## config.mk

```make
export PLATFORM = sky130hd
export DESIGN_NAME = shift_add_mult_n_flat
export DESIGN_NICKNAME = d
export VERILOG_FILES = /design/src/rtl/shift_add_mult_n_if.sv /design/src/rtl/shift_add_mult_n.sv /design/src/flat_wrapper.sv
export SDC_FILE = /design/constraint.sdc
export NUM_CORES = 1
export LEC_CHECK = 0
export CAP_MARGIN = 0
export CORE_ASPECT_RATIO = 1.1
export CORE_UTILIZATION = 60
export DETAILED_ROUTE_END_ITERATION = 12
export PLACE_DENSITY = 0.83
export SLEW_MARGIN = 10
export SYNTH_ARGS = -nofsm -noshare
export SYNTH_HDL_FRONTEND = slang
export SYNTH_SLANG_ARGS = --single-unit
```

## constraint.sdc

```tcl
create_clock -name clk_i -period 8.45 [get_ports clk_i]
set_clock_uncertainty 0.1 [all_clocks]
set_input_delay 2.535 -clock clk_i [delete_from_list [all_inputs] [get_ports clk_i]]
set_output_delay 2.535 -clock clk_i [all_outputs]
set_load 0.02 [all_outputs]
```

## src/rtl/shift_add_mult_n_if.sv

```systemverilog
// Handshake/data bundle for shift_add_mult_n.
//   start_i  : request a multiplication
//   signed_i : operands are two's complement
//   data0_i  : multiplier a
//   data1_i  : multiplicand b
//   busy_o   : iteration in progress
//   done_o   : one-cycle pulse, y_o just updated
//   y_o      : 2*WIDTH-bit product
// master drives the request side; slave is the multiplier.
interface shift_add_mult_n_if #(
   parameter int WIDTH = 16
);
   logic                 start_i;
   logic                 signed_i;
   logic [WIDTH-1:0]     data0_i;
   logic [WIDTH-1:0]     data1_i;
   logic                 busy_o;
   logic                 done_o;
   logic [2*WIDTH-1:0]   y_o;

   modport master (
      output start_i, signed_i, data0_i, data1_i,
      input  busy_o, done_o, y_o
   );

   modport slave (
      input  start_i, signed_i, data0_i, data1_i,
      output busy_o, done_o, y_o
   );
endinterface

```

## src/rtl/shift_add_mult_n.sv

```systemverilog
// Sequential shift-and-add multiplier, WIDTH x WIDTH -> 2*WIDTH.
// Operands are converted to magnitudes on accept, the magnitude product is built
// one multiplier bit per cycle, and the sign is applied when the result is written.
// Iteration stops as soon as the remaining multiplier bits are all zero.
// Ports:
//   clk_i  : clock, rising edge
//   rst_i  : asynchronous active-low reset
//   bus    : shift_add_mult_n_if slave (start/signed/data0/data1 in, busy/done/y out)
module shift_add_mult_n #(
   parameter int WIDTH     = 16,
   parameter int SIGNED_EN = 1
) (
   input  logic                clk_i,
   input  logic                rst_i,
   shift_add_mult_n_if.slave   bus
);

   typedef enum logic [1:0] {
      S_IDLE = 2'd0,
      S_RUN  = 2'd1,
      S_DONE = 2'd2
   } state_t;

   state_t               r_state;
   state_t               w_next;

   logic [WIDTH-1:0]     r_a;
   logic [2*WIDTH-1:0]   r_b;
   logic [2*WIDTH-1:0]   r_acc;
   logic                 r_neg;
   logic [2*WIDTH-1:0]   r_y;

   logic                 w_accept;
   logic                 w_sgn;
   logic [WIDTH-1:0]     w_abs0;
   logic [WIDTH-1:0]     w_abs1;

   // DONE behaves like IDLE for start_i, giving back-to-back operation.
   assign w_accept = (r_state != S_RUN) && bus.start_i;
   assign w_sgn    = bus.signed_i && (SIGNED_EN != 0);

   // Unsigned WIDTH-bit negate: |-2^(WIDTH-1)| = 2^(WIDTH-1) without overflow.
   assign w_abs0 = (w_sgn && bus.data0_i[WIDTH-1]) ? (~bus.data0_i + 1'b1) : bus.data0_i;
   assign w_abs1 = (w_sgn && bus.data1_i[WIDTH-1]) ? (~bus.data1_i + 1'b1) : bus.data1_i;

   always_ff @(posedge clk_i or negedge rst_i) begin
      if (!rst_i) begin
         r_state <= S_IDLE;
      end else begin
         r_state <= w_next;
      end
   end

   always_comb begin
      w_next = r_state;
      case (r_state)
         S_IDLE:  if (bus.start_i) w_next = S_RUN;
         S_RUN:   if (r_a == '0)   w_next = S_DONE;
         S_DONE:  w_next = bus.start_i ? S_RUN : S_IDLE;
         default: w_next = S_IDLE;
      endcase
   end

   always_ff @(posedge clk_i or negedge rst_i) begin
      if (!rst_i) begin
         r_a   <= '0;
         r_b   <= '0;
         r_acc <= '0;
         r_neg <= 1'b0;
         r_y   <= '0;
      end else if (w_accept) begin
         r_a   <= w_abs0;
         r_b   <= {{WIDTH{1'b0}}, w_abs1};
         r_acc <= '0;
         r_neg <= w_sgn && (bus.data0_i[WIDTH-1] ^ bus.data1_i[WIDTH-1]);
      end else if (r_state == S_RUN) begin
         if (r_a != '0) begin
            if (r_a[0]) begin
               r_acc <= r_acc + r_b;
            end
            r_a <= r_a >> 1;
            r_b <= r_b << 1;
         end else begin
            // A zero magnitude stays zero when negated, so neg_r needs no guard.
            r_y <= r_neg ? (~r_acc + 1'b1) : r_acc;
         end
      end
   end

   assign bus.busy_o = (r_state == S_RUN);
   assign bus.done_o = (r_state == S_DONE);
   assign bus.y_o    = r_y;

endmodule
```

## src/flat_wrapper.sv

```systemverilog
// flat-port wrapper written by rule: the top's interface ports become plain ports
module shift_add_mult_n_flat 
#(
   parameter int WIDTH     = 16,
   parameter int SIGNED_EN = 1
)
  (clk_i, rst_i, bus_start_i, bus_signed_i, bus_data0_i, bus_data1_i, bus_busy_o, bus_done_o, bus_y_o);
  shift_add_mult_n_if #(.WIDTH(WIDTH)) bus_i ();
  input  logic clk_i;
  input  logic rst_i;
  input wire logic [$bits(bus_i.start_i)-1:0] bus_start_i;
  input wire logic [$bits(bus_i.signed_i)-1:0] bus_signed_i;
  input wire logic [$bits(bus_i.data0_i)-1:0] bus_data0_i;
  input wire logic [$bits(bus_i.data1_i)-1:0] bus_data1_i;
  output wire logic [$bits(bus_i.busy_o)-1:0] bus_busy_o;
  output wire logic [$bits(bus_i.done_o)-1:0] bus_done_o;
  output wire logic [$bits(bus_i.y_o)-1:0] bus_y_o;
  assign bus_i.start_i = bus_start_i;
  assign bus_i.signed_i = bus_signed_i;
  assign bus_i.data0_i = bus_data0_i;
  assign bus_i.data1_i = bus_data1_i;
  assign bus_busy_o = bus_i.busy_o;
  assign bus_done_o = bus_i.done_o;
  assign bus_y_o = bus_i.y_o;
  shift_add_mult_n #(.WIDTH(WIDTH), .SIGNED_EN(SIGNED_EN)) u_core (.clk_i(clk_i), .rst_i(rst_i), .bus(bus_i));
endmodule
```

==> impl_metrics.yaml, run 1 <==
min_path:
  min_from: "u_core.r_state[0]"
  hold_depth: 1
  hold_path_class: "reg2reg"
  holdPathEnd: "u_core.r_state[0]"
route:
  wl_per_cell_microns: 16.2
  ant_nets: 0
  drt-total-wl_mm: 17.8
  vias: 6763
  first_pass_iters: 5
  drtIter0Drc: 432
  remaining_drc_errors: 0
  viasPerCell: 6.16
clock_tree:
  clock_path_buffers: 2
  clk_latency_ns: 0.41
  cts_max_level: 4
  cts_inserted_buffers: 17
  cts_root_buf: "clkbuf_16"
  clkSinkCount: 115
  post_cts_resized: 0
  cts_setup_buffers: 0
  hold_buffers: 0
  cts_tree: "yes"
  clk_pin_slew_ns: 0.05
synth:
  avgSynthCellArea_sq_um: 8.43
  ys_ff_latch: 115
  synth_area_leaders: "dfrtp_1, nand2_1, xor2_1"
  synth_top_area_cell: "dfrtp_1"
  seq_area_frac_synth: 0.387
  synth.distinct_cells: 56
  synth_flop_cell: "dfrtp_1"
  synth.top_cell.area_share: 0.387
  synth_area_sq_um: 7430
  synth_most_common_cell: "nand2_1"
  synthArstFlopShare: 1.00
  syn_inst: 882
  synth-warning-count: 0
  synth_nets: 953
  synth_commonest_cells: "nand2_1, dfrtp_1, a21oi_1"
  synth-edff-count: 0
global_routing:
  track_usage: 0.297
  grt_pass1_vias: 6235
  grt_pass1_wl_mm: 29.9
  grt_max_degree: 64
  antenna_found_initial: 0
  grt_overflow_total: 0
worst_setup_path:
  crit_arrival_ns: 4.91
  reg2reg_slack_ns: 5.01
  r2r_start: "u_core.r_acc[0]"
  ff2ff_path_depth: 9
  end_kind: "flip-flop"
  cp_slowest_cell: "nor4_1"
  crit_path_start_kind: "input port"
  path_cells: "clkdlybuf4s50_1 -> nor4_1 -> nand4b_1 -> o41ai_1 -> nand2_1 -> xor2_1 -> nor2_1 -> a31oi_1"
  slowest_delay_ns: 0.68
  worstSetupPathType: "in2reg"
  r2r_end: "u_core.r_acc[28]"
  required_ns: 8.58
  path_max_fanout: 5
sta:
  slew_headroom: 0.313
  fin_crit_ns: 4.78
  maxSlewViolCount: 0
  finalCritPeriodShare: 0.565
  tns_ns: 0
  fmax_mhz: 209
  rsz0062_at_grt: "false"
  setup_viol: 0
  tightestPinTransition_ns: 1.03
  hold_viol: 0
  holdWs_ns: 0.394
placement:
  gp_congestion: 0.906
  hpwl_mm: 12.4
  placed_area_sq_um: 8200
  numPortBuffers: 69
run:
  drv_cap: 0
final_layout:
  fill_cells: 904
  register_area_sq_um: 2880
  antennaDiodeCount: 0
  multi_input_area_sq_um: 4350
  drive_gt1_frac: 0.0572
  fin_area_sq_um: 8890
  nNetsFinal: 1002
  area_growth_pct: 19.6
power_and_ir_drop:
  vdd_drop_max_v: 0.000205
  powerDensity_nw_per_um2: 424
  p_leak_uw: 0.00385
die:
  fp.dieH_microns: 119
  die_w_microns: 108
  start_util: 0.618
  coreArea_sq_um: 12000
  io_pins: 70
  row_count: 42
  dieArea_sq_um: 12800
outcome:
  status: "complete, no violations"
## power breakdown
group / internal (uW) / total [uW] / switching (uW)
Sequential: 801 / 1080 / 279
Combinational: 790 / 1860 / 1070
Clock: 582 / 826 / 244
Total: 2170 / 3770 / 1600
## state kept, by name, summed over array words and instances (netlist names)
name	flops
u_core.r_neg	1
u_core.r_a	16
u_core.bus.y_o	32
u_core.r_b	32
u_core.r_acc	32
u_core.r_state	2
## layer usage
layer / part of all wire / up-vias / global-route usage
li1: - / 3310 / -
met1: 0.45 / 3175 / 0.403
met2: 0.47 / 237 / 0.462
met3: 0.054 / 41 / 0.0601
met4: 0.028 / 0 / 0.120
met5: 0 / - / 0
## critical path: cells and delay by family
kind | cells | cell delay [ns]
compound gates | 2 | 0.61
xor+xnor | 1 | 0.18
buf+inv | 1 | 0.47
simple gates | 4 | 1.12
## stage by stage
step	utilization	std cells	total power [uW]	setup slack (ns)
floorplan	-	882	2370	4.10
global placement	0.682	1066	2850	3.36
detailed placement	0.682	1066	2900	3.35
CTS	0.739	1098	3760	3.73
global route	0.739	1098	4040	3.46
finish	0.739	1098	3770	3.67
## layout by cell type, fill, tap and decap left out, drive strengths merged, types with 10 or more instances in the layout
cell,n
a21o,16
a21oi,85
a31oi,25
clkbuf,22
clkdlybuf4s50,68
dfrtp,115
ha,34
inv,12
nand2,147
nand3,17
nor2,73
nor3,10
nor4,11
o21a,10
o21ai,69
o31ai,16
or3,16
xnor2,24
xor2,53
## worst max path at each step
stage	cells past startpoint	slack, ns	start	end
6_report	8	3.67	bus_data1_i[3]	u_core.r_b[14]
5_1_grt	7	3.46	bus_data1_i[3]	u_core.r_b[15]
4_1_cts	8	3.73	bus_data1_i[3]	u_core.r_b[14]
3_5_place_dp	8	3.35	bus_start_i	u_core.r_acc[30]
3_3_place_gp	7	3.36	bus_data1_i[3]	u_core.r_b[15]
2_1_floorplan	6	4.10	bus_data1_i[5]	u_core.r_b[15]
## logic make-up (layout without fill, tap and decap cells)
group	Yosys count	count (layout)	synth area share
and+or+nand+nor	319	319	0.196
AOI/OAI and AO/OA	272	272	0.229
DFF	115	115	0.387
xor gates and xnor gates	77	77	0.0907
buffers and inverters	58	120	0.0293
adders and majority gates	35	35	0.0599
muxes	6	6	0.00825
## area by class of cell
cell class / instances / share of cell area
flip-flops and latches: 115 / 0.324
clock inverters: 10 / 0.0225
clock buffers: 22 / 0.0545
inverters: 12 / 0.00507
repair buffers: 76 / 0.0833
multi-input cells: 709 / 0.489
well taps: 154 / 0.0217
Power figures use the tool's default switching activity.
==> run 2: changes to the inputs <==
--- a/config.mk
+++ b/config.mk
@@ -7,9 +7,9 @@
 export LEC_CHECK = 0
 export CAP_MARGIN = 0
 export CORE_ASPECT_RATIO = 1.1
-export CORE_UTILIZATION = 60
+export CORE_UTILIZATION = 58
 export DETAILED_ROUTE_END_ITERATION = 12
-export PLACE_DENSITY = 0.83
+export PLACE_DENSITY = 0.81
 export SLEW_MARGIN = 10
 export SYNTH_ARGS = -nofsm -noshare
 export SYNTH_HDL_FRONTEND = slang
==> constraint.sdc (replaced) <==
create_clock -name clk_i -period 4.7 [get_ports clk_i]
set_clock_uncertainty 0.1 [all_clocks]
set_input_delay 1.41 -clock clk_i [delete_from_list [all_inputs] [get_ports clk_i]]
set_output_delay 1.41 -clock clk_i [all_outputs]
set_load 0.02 [all_outputs]
==> run 2 against run 1 <==
- clock power increased by 45%
- largest power group unchanged
- first-iteration DRC count increased by 12%
- largest cell class unchanged
- power increased by 72%
- highest routed layer unchanged
- critical path type unchanged
- critical path depth decreased by 1
- global-route usage decreased by 1.9 points
- sequential cell count unchanged
==> impl_metrics.yaml, run 2 (synthesis results as in run 1) <==
die:
  die_w_microns: 110
  start_util: 0.593
  coreArea_sq_um: 12500
  io_pins: 70
  dieArea_sq_um: 13300
  fp.dieH_microns: 121
  row_count: 43
clock_tree:
  cts_inserted_buffers: 17
  clk_pin_slew_ns: 0.05
  cts_tree: "yes"
  post_cts_resized: 0
  hold_buffers: 0
  cts_max_level: 4
  cts_root_buf: "clkbuf_16"
  clock_path_buffers: 2
  clk_latency_ns: 0.41
  cts_setup_buffers: 0
  clkSinkCount: 115
route:
  remaining_drc_errors: 0
  drt-total-wl_mm: 17.2
  viasPerCell: 6.05
  drtIter0Drc: 484
  vias: 6667
  first_pass_iters: 5
  wl_per_cell_microns: 15.6
  ant_nets: 0
min_path:
  hold_path_class: "reg2reg"
sta:
  tightestPinTransition_ns: 1.03
  hold_viol: 0
  rsz0062_at_grt: "false"
  maxSlewViolCount: 0
  setup_ws_ns: 1.03
  finalCritPeriodShare: 0.780
  fin_crit_ns: 3.67
  slew_headroom: 0.312
  tns_ns: 0
  fmax_mhz: 273
  setup_viol: 0
worst_setup_path:
  crit_path_start_kind: "input port"
  path_max_fanout: 5
  required_ns: 4.93
  crit_arrival_ns: 3.89
  worstSetupPathType: "in2reg"
  end_kind: "flip-flop"
final_layout:
  final_cell_mix: "nand2_1, dfrtp_1, a21oi_1, nor2_1, clkdlybuf4s50_1"
  area_growth_pct: 18.2
  stdcell_count: 1102
  antennaDiodeCount: 0
  final_common_cell: "nand2_1"
  nNetsFinal: 1004
  drive_gt1_frac: 0.0540
placement:
  hpwl_mm: 12.3
  gp_congestion: 0.921
  post-place-ws_ns: 0.656
  numPortBuffers: 69
  dp.cells: 1071
global_routing:
  grt_max_degree: 63
  grt_pass1_vias: 6026
  grt_overflow_total: 0
  grt_pass1_wl_mm: 28.8
  track_usage: 0.278
  antenna_found_initial: 0
power_and_ir_drop:
  p_leak_uw: 0.00380
  powerDensity_nw_per_um2: 737
  vdd_drop_max_v: 0.000372
outcome:
  status: "complete, no violations"
run:
  drv_cap: 0
-- run 2: path summary, 6_finish.rpt --
kind	from	endpoint	slack, ns	depth (start not counted)
worst max-delay path	bus_data1_i[3]	u_core.r_b[15]	1.03	7
min in group asynchronous	rst_i	u_core.bus.y_o[30]	0.99	1
worst min-delay path	u_core.r_state[0]	u_core.r_state[0]	0.39	1
worst max register to register	u_core.r_acc[0]	u_core.r_acc[28]	1.29	9
max in group asynchronous	rst_i	u_core.r_acc[0]	2.76	2
worst min register to register	u_core.r_state[0]	u_core.r_state[0]	0.39	1
-- run 2: area by class of cell --
type                            instances  area, sq um
Timing Repair Buffer                   78          768
Tap cell                              157          196
Clock buffer                           26          499
Fill cell                            1038         3750
Clock inverter                          5         50.0
Multi-Input combinational cell        709         4350
Sequential cell                       115         2880
Inverter                               12         45.0
-- run 2: metrics by stage --
stage	cell area, sq um	total power [uW]	hold WS [ns]	util
finish	8780	6470	0.392	0.701
global route	8780	7000	0.422	0.701
CTS	8780	6450	0.399	0.701
detailed placement	8240	5210	0.390	0.657
global placement	8240	5130	0.367	0.657
floorplan	7430	4270	0.348	-
-- run 2: report_power, final --
group          leakage (uW)  switching (uW)  internal (uW)
Sequential          0.00143             492           1440
Combinational       0.00209            1920           1430
Clock              0.000274             421            775
Total               0.00380            2830           3650
-- run 2: worst max-delay path, cell delays in order --
cell	delay, ns
clkdlybuf4s50_1	0.47
nor4_1	0.65
nand3_1	0.23
or4_1	0.50
o41ai_1	0.30
a21oi_1	0.12
nor3_1	0.22
-- run 2: routing by layer --
metal	vias up	global-route usage	share of wire
li1	3307	-	-
met1	3150	0.381	0.46
met2	199	0.447	0.48
met3	11	0.0501	0.049
met4	0	0.0783	0.0089
met5	-	0	0
==> run 3: changes to the inputs <==
==> constraint.sdc (replaced) <==
create_clock -name clk_i -period 3.7 [get_ports clk_i]
set_clock_uncertainty 0.1 [all_clocks]
set_input_delay 1.11 -clock clk_i [delete_from_list [all_inputs] [get_ports clk_i]]
set_output_delay 1.11 -clock clk_i [all_outputs]
set_load 0.02 [all_outputs]
==> run 3 against run 2 <==
- global-route usage fell by 0.68 points
- worst setup slack got worse by 0.43 ns
- sequential cell count did not move
- sequential share of layout area fell by 0.24 points
- combinational power rose by 26%
- core utilization rose by 0.52 points
- wire length fell by 1.2%
- highest routed layer unchanged
==> impl_metrics.yaml, run 3 (synthesis results as in run 1) <==
worst_setup_path:
  worstSetupPathType: "reg2out"
  r2r_start: "u_core.r_acc[0]"
  path_max_fanout: 7
  startpoint: "u_core.r_state[1]"
  r2r_end: "u_core.r_acc[18]"
  crit_path_start_kind: "flip-flop"
  ff2ff_path_depth: 11
  endpoint: "bus_busy_o"
  crit_arrival_ns: 1.88
  reg2reg_slack_ns: 0.62
  required_ns: 2.49
  end_kind: "output port"
clock_tree:
  hold_buffers: 0
  clock_path_buffers: 2
  cts_max_level: 4
  clkSinkCount: 115
  cts_inserted_buffers: 17
  post_cts_resized: 0
  cts_tree: "yes"
  clk_latency_ns: 0.41
  clk_pin_slew_ns: 0.06
  cts_root_buf: "clkbuf_16"
  cts_setup_buffers: 0
final_layout:
  area_growth_pct: 19.1
  nNetsFinal: 1010
  fill_cells: 1006
  final_cell_mix: "nand2_1, dfrtp_1, a21oi_1, nor2_1, clkdlybuf4s50_1"
  final_common_cell: "nand2_1"
  multi_input_area_sq_um: 4350
  drive_gt1_frac: 0.0599
  register_area_sq_um: 2880
  stdcell_count: 1108
  fin_area_sq_um: 8850
  antennaDiodeCount: 0
min_path:
  hold_path_class: "reg2reg"
  min_from: "u_core.r_state[0]"
power_and_ir_drop:
  p_leak_uw: 0.00383
  vdd_drop_max_v: 0.000513
  seq_power_share: 0.297
  clock_power_share: 0.190
  power_switching_uw: 3550
  powerDensity_nw_per_um2: 931
  p_comb_frac: 0.513
  p_sw_frac: 0.431
  internal-power_uw: 4680
route:
  first_pass_iters: 6
  remaining_drc_errors: 0
  vias: 6637
  drtIter0Drc: 438
  wl_per_cell_microns: 15.3
  viasPerCell: 5.99
  ant_nets: 0
  drt-total-wl_mm: 17.0
sta:
  fmax_mhz: 323
  maxSlewViolCount: 0
  slew_headroom: 0.320
  tns_ns: 0
  fin_crit_ns: 3.09
  finalCritPeriodShare: 0.836
  tightestPinTransition_ns: 1.02
  rsz0062_at_grt: "false"
  setup_viol: 0
  hold_viol: 0
global_routing:
  track_usage: 0.271
  antenna_found_initial: 0
  grt_overflow_total: 0
  grt_max_degree: 81
  grt_pass1_vias: 5917
  grt_pass1_wl_mm: 28.1
die:
  fp.dieH_microns: 121
  coreArea_sq_um: 12500
  io_pins: 70
  dieArea_sq_um: 13300
  die_w_microns: 110
  start_util: 0.593
  row_count: 43
placement:
  gp_congestion: 0.922
  placed_area_sq_um: 8280
  dp.cells: 1077
  numPortBuffers: 69
  hpwl_mm: 12.1
outcome:
  status: "complete, no violations"
run:
  drv_cap: 0
## run 3: cell types whose count changed in the layout (fill, tap and decap cells not counted), sizes merged
cell / delta
buf: +6
clkbuf: +2
clkinvlp: +1
clkinv: -3
## run 3: worst min-delay path by stage
stage                                   end  slack (ns)  depth (start not counted)
final                     u_core.r_state[0]        0.40                          1
after global placement    u_core.r_state[0]        0.36                          1
after global routing      u_core.r_state[0]        0.43                          1
after floorplan           u_core.r_state[0]        0.35                          1
after detailed placement  u_core.r_state[0]        0.39                          1
after CTS                 u_core.r_state[0]        0.40                          1
## run 3: cell type report
| cell class | instances | share of cell area |
|---|---|---|
| sequential | 115 | 0.325 |
| clock inverter | 3 | 0.00481 |
| clock buffer | 28 | 0.0595 |
| tap | 157 | 0.0222 |
| timing repair buffer | 84 | 0.0919 |
| multi-input combinational | 709 | 0.491 |
| inverter | 12 | 0.00509 |
## run 3: power groups by stage
| stage | Clock (uW) | Combinational (uW) | Sequential [uW] |
|---|---|---|---|
| 2_1_floorplan | 0 | 2970 | 2450 |
| 3_3_place_gp | 0 | 4080 | 2430 |
| 3_5_place_dp | 0 | 4150 | 2450 |
| 4_1_cts | 1580 | 4200 | 2440 |
| 5_1_grt | 1640 | 4710 | 2540 |
| 6_report | 1560 | 4230 | 2450 |
## run 3: routing by layer
layer  part of all wire  wire, microns  global-route usage
met2               0.47           7980               0.426
met5                  0              0                   0
met3              0.053            903              0.0534
met4              0.015            262              0.0867
met1               0.46           7820               0.374
## run 3: per-stage QoR
step | power [uW] | setup WS [ns] | hold slack (ns) | util
final | 8240 | 0.606 | 0.400 | 0.706
after detailed placement | 6600 | 0.197 | 0.391 | 0.661
after global routing | 8890 | 0.417 | 0.426 | 0.706
after CTS | 8210 | 0.623 | 0.400 | 0.706
after floorplan | 5420 | 0.770 | 0.348 | -
after global placement | 6510 | 0.240 | 0.363 | 0.661
## run 3: critical path, stage by stage, from the launching register on
cell and delay [ns]:
dfrtp_1 0.37, nand2b_1 0.22, inv_1 0.23, clkdlybuf4s50_1 0.65
